## config.mk

```make
export PLATFORM = sky130hd
export DESIGN_NAME = alu_writeback_stage
export DESIGN_NICKNAME = d
export VERILOG_FILES = /design/src/rtl/alu_pkg.sv /design/src/rtl/wb_skid_fifo.sv /design/src/rtl/alu_writeback_stage.sv
export SDC_FILE = /design/constraint.sdc
export NUM_CORES = 1
export LEC_CHECK = 0
export BUFFER_PORTS_ARGS = -buffer_cell sky130_fd_sc_hd__buf_2
export CORE_MARGIN = 4
export CORE_UTILIZATION = 54
export CTS_CLUSTER_SIZE = 8
export DETAILED_ROUTE_END_ITERATION = 12
export GPL_ROUTABILITY_DRIVEN = 0
export PLACE_DENSITY = 0.8
export SLEW_MARGIN = 20
export SYNTH_ARGS = -nofsm -noshare
export SYNTH_HDL_FRONTEND = slang
export SYNTH_SLANG_ARGS = --single-unit
```

## constraint.sdc

```tcl
create_clock -name clk -period 2.8 [get_ports clk]
set_input_delay 0.42 -clock clk [delete_from_list [all_inputs] [get_ports clk]]
set_output_delay 0.42 -clock clk [all_outputs]
set_load 0.05 [all_outputs]
```

## src/rtl/alu_pkg.sv

```systemverilog
// alu_pkg: types and constants shared by the ALU and the writeback stage.
//   FLAG_*      bit positions of {N,Z,C,V} inside a 4-bit flag vector
//   OVF_CNT_*   width and saturation value of the overflow event counter
//   wb_entry_t  one ALU result as it travels to the register file
package alu_pkg;

    localparam int WB_DATA_W = 32;
    localparam int WB_ADDR_W = 5;

    localparam int FLAG_N = 3;
    localparam int FLAG_Z = 2;
    localparam int FLAG_C = 1;
    localparam int FLAG_V = 0;

    localparam int OVF_CNT_W = 16;
    localparam logic [OVF_CNT_W-1:0] OVF_CNT_MAX = '1;

    typedef struct packed {
        logic [WB_DATA_W-1:0] data;
        logic [WB_ADDR_W-1:0] dest;
        logic                 wrEn;
        logic                 setFlags;
        logic [3:0]           flags;   // {N,Z,C,V}
    } wb_entry_t;

    // Increment that sticks at the maximum instead of wrapping.
    function automatic logic [OVF_CNT_W-1:0] sat_inc(input logic [OVF_CNT_W-1:0] v);
        return (v == OVF_CNT_MAX) ? v : v + 1'b1;
    endfunction

endpackage

```

## src/rtl/wb_skid_fifo.sv

```systemverilog
// wb_skid_fifo: 2-entry FIFO of wb_entry_t.
//   clk, reset_n  clock, synchronous active-low reset (empties, zeroes storage)
//   push_i        write push_data_i (ignored when full)
//   pop_i         retire the head (ignored when empty)
//   head_o        oldest entry; zero after reset
//   count_o       occupancy 0..2
// Entry 0 is always the head, so the output needs no read mux.
module wb_skid_fifo
    import alu_pkg::*;
(
    input  logic      clk,
    input  logic      reset_n,
    input  logic      push_i,
    input  wb_entry_t push_data_i,
    input  logic      pop_i,
    output wb_entry_t head_o,
    output logic [1:0] count_o
);

    wb_entry_t  e0_q, e0_d;
    wb_entry_t  e1_q, e1_d;
    logic [1:0] count_q, count_d;

    logic push_ok, pop_ok;

    assign push_ok = push_i && (count_q != 2'd2);
    assign pop_ok  = pop_i  && (count_q != 2'd0);

    always_comb begin
        e0_d    = e0_q;
        e1_d    = e1_q;
        count_d = count_q;
        case ({push_ok, pop_ok})
            2'b10: begin
                if (count_q == 2'd0) e0_d = push_data_i;
                else                 e1_d = push_data_i;
                count_d = count_q + 2'd1;
            end
            2'b01: begin
                e0_d    = e1_q;
                count_d = count_q - 2'd1;
            end
            2'b11: begin
                // Only reachable with count 1: the new entry replaces the head.
                e0_d = push_data_i;
            end
            default: ;
        endcase
    end

    always_ff @(posedge clk) begin
        if (!reset_n) begin
            e0_q    <= '0;
            e1_q    <= '0;
            count_q <= 2'd0;
        end else begin
            e0_q    <= e0_d;
            e1_q    <= e1_d;
            count_q <= count_d;
        end
    end

    assign head_o  = e0_q;
    assign count_o = count_q;

endmodule

```

## src/rtl/alu_writeback_stage.sv

```systemverilog
// alu_writeback_stage: buffers ALU results for the register-file write port
// and commits flags / overflow events in retirement order.
//   clk, reset_n                 clock, synchronous active-low reset
//   inValid/inReady              upstream handshake; inReady is registered-only
//   inData, inDest, inWrEn,
//   inSetFlags, *Flag            result, destination and ALU flags
//   outValid/outReady            register-file handshake
//   outData, outDest, outWrEn    head entry; writes to r0 are masked
//   statusFlags                  committed {N,Z,C,V}
//   ovfCount                     saturating count of committed overflows
// DATA_W/ADDR_W must match the widths of alu_pkg::wb_entry_t.
module alu_writeback_stage
    import alu_pkg::*;
#(
    parameter int DATA_W = WB_DATA_W,
    parameter int ADDR_W = WB_ADDR_W
) (
    input  logic              clk,
    input  logic              reset_n,
    input  logic              inValid,
    output logic              inReady,
    input  logic [DATA_W-1:0] inData,
    input  logic [ADDR_W-1:0] inDest,
    input  logic              inWrEn,
    input  logic              inSetFlags,
    input  logic              zeroFlag,
    input  logic              overflowFlag,
    input  logic              carryoutFlag,
    input  logic              negativeFlag,
    output logic              outValid,
    input  logic              outReady,
    output logic [DATA_W-1:0] outData,
    output logic [ADDR_W-1:0] outDest,
    output logic              outWrEn,
    output logic [3:0]        statusFlags,
    output logic [15:0]       ovfCount
);

    wb_entry_t  in_entry, head;
    logic [1:0] count;
    logic       push, pop;

    logic [3:0]           status_q, status_d;
    logic [OVF_CNT_W-1:0] ovf_cnt_q, ovf_cnt_d;

    always_comb begin
        in_entry              = '0;
        in_entry.data         = inData;
        in_entry.dest         = inDest;
        in_entry.wrEn         = inWrEn;
        in_entry.setFlags     = inSetFlags;
        in_entry.flags[FLAG_N] = negativeFlag;
        in_entry.flags[FLAG_Z] = zeroFlag;
        in_entry.flags[FLAG_C] = carryoutFlag;
        in_entry.flags[FLAG_V] = overflowFlag;
    end

    assign inReady  = (count != 2'd2);
    assign outValid = (count != 2'd0);
    assign push     = inValid && inReady;
    assign pop      = outValid && outReady;

    wb_skid_fifo u_fifo (
        .clk         (clk),
        .reset_n     (reset_n),
        .push_i      (push),
        .push_data_i (in_entry),
        .pop_i       (pop),
        .head_o      (head),
        .count_o     (count)
    );

    assign outData = head.data;
    assign outDest = head.dest;
    // r0 is hardwired; the entry still retires, it just never writes.
    assign outWrEn = head.wrEn && (head.dest != '0);

    // Flags commit at retirement so they follow program order.
    always_comb begin
        status_d  = status_q;
        ovf_cnt_d = ovf_cnt_q;
        if (pop && head.setFlags) begin
            status_d = head.flags;
            if (head.flags[FLAG_V]) ovf_cnt_d = sat_inc(ovf_cnt_q);
        end
    end

    always_ff @(posedge clk) begin
        if (!reset_n) begin
            status_q  <= 4'b0000;
            ovf_cnt_q <= '0;
        end else begin
            status_q  <= status_d;
            ovf_cnt_q <= ovf_cnt_d;
        end
    end

    assign statusFlags = status_q;
    assign ovfCount    = ovf_cnt_q;

endmodule

```

# Yosys cells after proc, flatten, opt, wreduce, memory -nomap -nowiden
# Index checks and enable logic that the tools add are counted.
# op_classes
addsub,3
eq_ne,6
mux,3
bitwise_logic,2
n_reduce_logical,14
# op_table
operator,count
one-hot mux 43 bit (3 select lines),1
2-to-1 mux 43 bit,1
adder 16 x 1 -> 16 bit (second input constant),1
== test 16 bit (second input constant),1
logical AND 1 bit,6
nonzero test 5 bit,1
== test 2 bit (second input constant),2
one-hot mux 2 bit (2 select lines),1
AND reduction 2 bit,2
nonzero test 2 bit,2
AND reduction 3 bit,1
nonzero test 3 bit,1
adder 2 x 1 -> 2 bit (second input constant),1
== test 2 x 1 -> 1 bit (second input constant),1
logical NOT 2 bit,1
inequality test 2 x 1 -> 1 bit (second input constant),1
inequality test 2 bit (second input constant),1
NOT 1 bit,2
subtractor 2 x 1 -> 2 bit (second input constant),1
# totals
ff_bits,108
input_bits,47
out_inout_bits,60

# Longest topological paths before layout
# depth
ltp_word,6
ltp_mapped,10

# By module
# From an unflattened synthesis, not the netlist that was laid out.
# hier_totals
hier_cells,524
hier_area_um2,4860.9
# by_module_without_submodules
module,instances,cells_per_inst,area_each_um2
wb_skid_fifo,1,401,3808.7
alu_writeback_stage,1,123,1052.3

# Worst setup path after synthesis
# No wires, ideal clock.
# synth_path
path_type,flip-flop to flip-flop
from,register u_fifo.count_q[0] (netlist: u_fifo.count_o[0])
to,"register u_fifo.e0_q, in the netlist u_fifo.head_o[26]"
setup_time_ps,134
t_arrival_ps,2094
required_ps,2666
setup_slack_ps,572
path_stages_with_launch,9
n_path_buf,3
path_cell_list,dfxtp_1 -> buf_2 -> or2b_1 -> nand2_1 -> ha_1 -> buf_2 -> clkbuf_1 -> mux2i_1 -> a211oi_1
# synth_via
elab_chain_cells,6
word_cells_on_any_way,14
classes_between,5 x eq/ne; 1 x mux; 8 x reduce/logical
# synth_lines
item,line,source
"start, declared",wb_skid_fifo.sv:22,"logic [1:0] count_q, count_d;"
"start signal, assigned",wb_skid_fifo.sv:59,count_q <= count_d;
inequality test 2 bit *,alu_writeback_stage.sv:58,assign inReady = (count != 2'd2);
via inReady,alu_writeback_stage.sv:21,"output logic inReady,"
logical AND 1 bit,alu_writeback_stage.sv:60,assign push = inValid && inReady;
logical AND 1 bit *,wb_skid_fifo.sv:26,assign push_ok = push_i && (count_q != 2'd2);
== test 2 bit or == test 2 x 1 -> 1 bit (tied branches),wb_skid_fifo.sv:33,"case ({push_ok, pop_ok})"
inequality test 2 x 1 -> 1 bit (no line) or nonzero test 3 bit (tied branches),n/a,
AND reduction 2 bit (no line),n/a,
"end signal, assigned",wb_skid_fifo.sv:53,e0_q <= '0;
"end signal, assigned",wb_skid_fifo.sv:57,e0_q <= e0_d;
"end, declared",wb_skid_fifo.sv:20,"wb_entry_t e0_q, e0_d;"
# Mark *: on every way through the listed nets, which the timed path passes. The rest lies on a longest branch.
# A chain may end at the register's enable or synchronous reset.

# Worst setup path after layout
# layout_path
from,register ovf_cnt_q[10] (netlist: ovfCount[10])
to,register ovf_cnt_q[2] (netlist: ovfCount[2])
# layout_via
elab_chain_cells,3
# layout_lines
item,line,source
"start, declared",alu_writeback_stage.sv:44,"logic [OVF_CNT_W-1:0] ovf_cnt_q, ovf_cnt_d;"
"start signal, assigned",alu_writeback_stage.sv:94,ovf_cnt_q <= ovf_cnt_d;
== test 16 bit,alu_pkg.sv:28,return (v == OVF_CNT_MAX) ? v : v + 1'b1;
NOT 1 bit (no line),n/a,
AND reduction 3 bit (no line),n/a,
# No other way between the ends.

==> reports/qor.txt <==
Synth Area per Inst - 8.53 µm²
Number of global-route vias before repair - 3,862
Final wirelength - 10,400 µm
CP endpoint kind - register
Post-route DRC - 0
First-pass GRT wire length - 17,100 µm
Iter 0 DRT Violations - 184
Clock skew - 0.00886 ns
Family with the most delay on the worst path - simple AND/OR/NAND/NOR gates
Share of cells above drive strength 1 - 22.3%
Critical path type - reg2reg
Crit-path max FO - 9
Via count - 3,926
Die ar. - 10,400 µm²
Max Cap Violations - 0
Endpoints failing setup - 0
Asr flop ratio synth - 0%
WL/cell - 14.5 µm
# Post-CTS Setup Buffers - 0
Worst EP required - 3.04 ns
Slowest-stage cell, CP - nor4_1
Tcrit/Tclk final - 72.9%
Max clock buf depth - 2
ANT nets after route - 0
Most used DFF post-synth - dfxtp_1
Max IR drop VDD - 0.500 mV
Fill cells - 733
GRT Overall Usage - 20.4%
Vias/cell - 5.49
Cells after Synth - 557
Clock Latency Late Sink - 0.36 ns
Sequential area share after synthesis - 45.5%
IO buf count - 106
CTS buffer count - 9
Max Clock Freq - 0.490 GHz
Initial antenna violation count - 0
Initial Util - 56.7%
Multi-input gate area - 2140 µm²
Fin crit period - 2.04 ns
Total clock sinks - 108
Detail Placement HPWL - 7020 µm
Synth cell types - 37
WP buf/inv - 0
Synthesized area - 4750 µm²
Critical Path Source Type - register
Number of enable flip-flop cells after synthesis - 0
Worst-Margin Slew - 1.03 ns
Portion of netlist area occupied by mux cells - 10.1%
GRT overflow - 0
CP cell instances - nand4_1 > nor4_1 > or4_1 > a21oi_1
YS warnings - 0
Status - completed
Critical path arrival - 2.28 ns
Seq. cell area - 2160 µm²
# H-tree levels - 3
Post-Synth Adder-Cell Area - 0.790%
Clock slew at reported path FFs - 0.10 ns
Post-synthesis xor/xnor area fraction - 0.369%
Overall power - 5.49 mW
CTS tree - done
Final Hold Vio Count - 0
Synth Net Count - 607
Nets@finish - 655
Main combinational cell family by area after synthesis - simple AND/OR/NAND/NOR gates
Die Ht - 102 µm
Synth Area in Compound Gates - 15.9%
Max stage delay on crit path - 0.86 ns
Slew headroom - 31.4%
Setup TNS Final - 0 ns
Largest net degree at the start of global routing - 87
Antenna diodes - 0
Final Max Slew Viols - 0
PostCTS Resize Cnt - 0
DRT Pass-1 Iters - 4
P_leak - 2.05 nW
Root buffer cell - clkbuf_8
Core area - 8380 µm²
Chip width - 102 µm
Boundary Pins - 107
RSZ-0062 raised after global routing - no
Yosys reg bits - 108
Hold WC Path Type - in2reg
Pwr/cell area - 1040 nW/µm²
Post-Synth Simple-Gate Area - 17.7%
Area growth syn-to-layout - 10.8%
Row Count - 33
Hold-fix buffers, CTS - 0
cells in the mapped netlist, types with 2 or more instances:
cell / count / area share [%]
buf_2: 11 / 1.2
nor4_1: 4 / 0.53
nand2b_1: 4 / 0.53
buf_4: 37 / 5.8
ha_1: 3 / 0.79
a21oi_1: 58 / 6.1
nand2_1: 105 / 8.3
nor3_1: 3 / 0.32
dfxtp_1: 108 / 45
a31oi_1: 2 / 0.26
inv_1: 7 / 0.55
or3_1: 3 / 0.39
and3_1: 2 / 0.26
nand4_1: 5 / 0.66
o31ai_1: 7 / 1.1
or4_1: 7 / 1.1
clkbuf_1: 27 / 2.1
nand3_1: 5 / 0.53
o21ai_0: 5 / 0.53
nor2_1: 48 / 3.8
mux2i_1: 48 / 10
a211oi_1: 43 / 6.8
placed cells by master (no fill, tap or decap), drive strengths merged, types with 7 or more instances in the layout:
cell type,count
clkbuf,10
buf,112
inv,7
o31ai,7
a211oi,43
a21oi,58
nor2,48
dfxtp,108
mux2i,48
or4,8
nand2,105
sequential cells by signal, summed over array words and instances (netlist names):
register        cells
ovfCount           16
u_fifo.e1_q        43
u_fifo.count_o      2
statusFlags         4
u_fifo.head_o      43
kinds of logic (layout without fill, tap and decap cells):
logic type | after synthesis | in the layout
fa+ha+maj | 3 | 3
flops | 108 | 108
compound gates | 121 | 121
mux | 48 | 48
buf+inv | 82 | 135
xor+xnor | 2 | 2
simple gates | 193 | 193
where the power goes:
part | internal, mW | switching [mW]
clock | 0.354 | 0.526
combinational | 0.693 | 1.76
sequential | 1.92 | 0.232
per-stage QoR:
stage	area, µm²	util [%]	setup WS, ns	hold slack [ns]	std cells
floorplan	4750	-	0.572	0.432	557
global placement	5080	60.6	0.921	0.441	699
detailed placement	5080	60.6	0.798	0.446	699
CTS	5260	62.8	0.758	0.277	715
global route	5260	62.8	0.506	0.282	715
finish	5260	62.8	0.760	0.298	715
tightest hold or removal path, stage by stage:
cell and delay, ns:
buf_2 0.10, nand2_1 0.05, a21oi_1 0.05
layer usage:
layer	routed length (µm)	part of all wire [%]	up-vias	GRT usage, %
li1	-	-	1995	-
met4	131	1.3	0	7.16
met3	600	5.8	12	4.71
met2	5240	50	96	36.3
met1	4410	42	1823	24.0
met5	0	0	-	0
final timing paths:
check | start | endpoint | slack, ns | depth (start not counted)
min reg2reg | u_fifo.e1_q[23] | u_fifo.e1_q[23] | 0.46 | 2
min | inData[24] | u_fifo.e1_q[35] | 0.30 | 3
max reg2reg | ovfCount[10] | ovfCount[2] | 0.76 | 4
max | ovfCount[10] | ovfCount[2] | 0.76 | 4
area by class of cell:
type / instances / share of cell area, %
clock buffers: 10 / 2.61
well taps: 105 / 2.50
clock inverters: 6 / 0.951
repair buffers: 112 / 11.6
inverters: 7 / 0.499
flip-flops and latches: 108 / 41.1
multi-input cells: 367 / 40.7
Power figures use the tool's default switching activity.
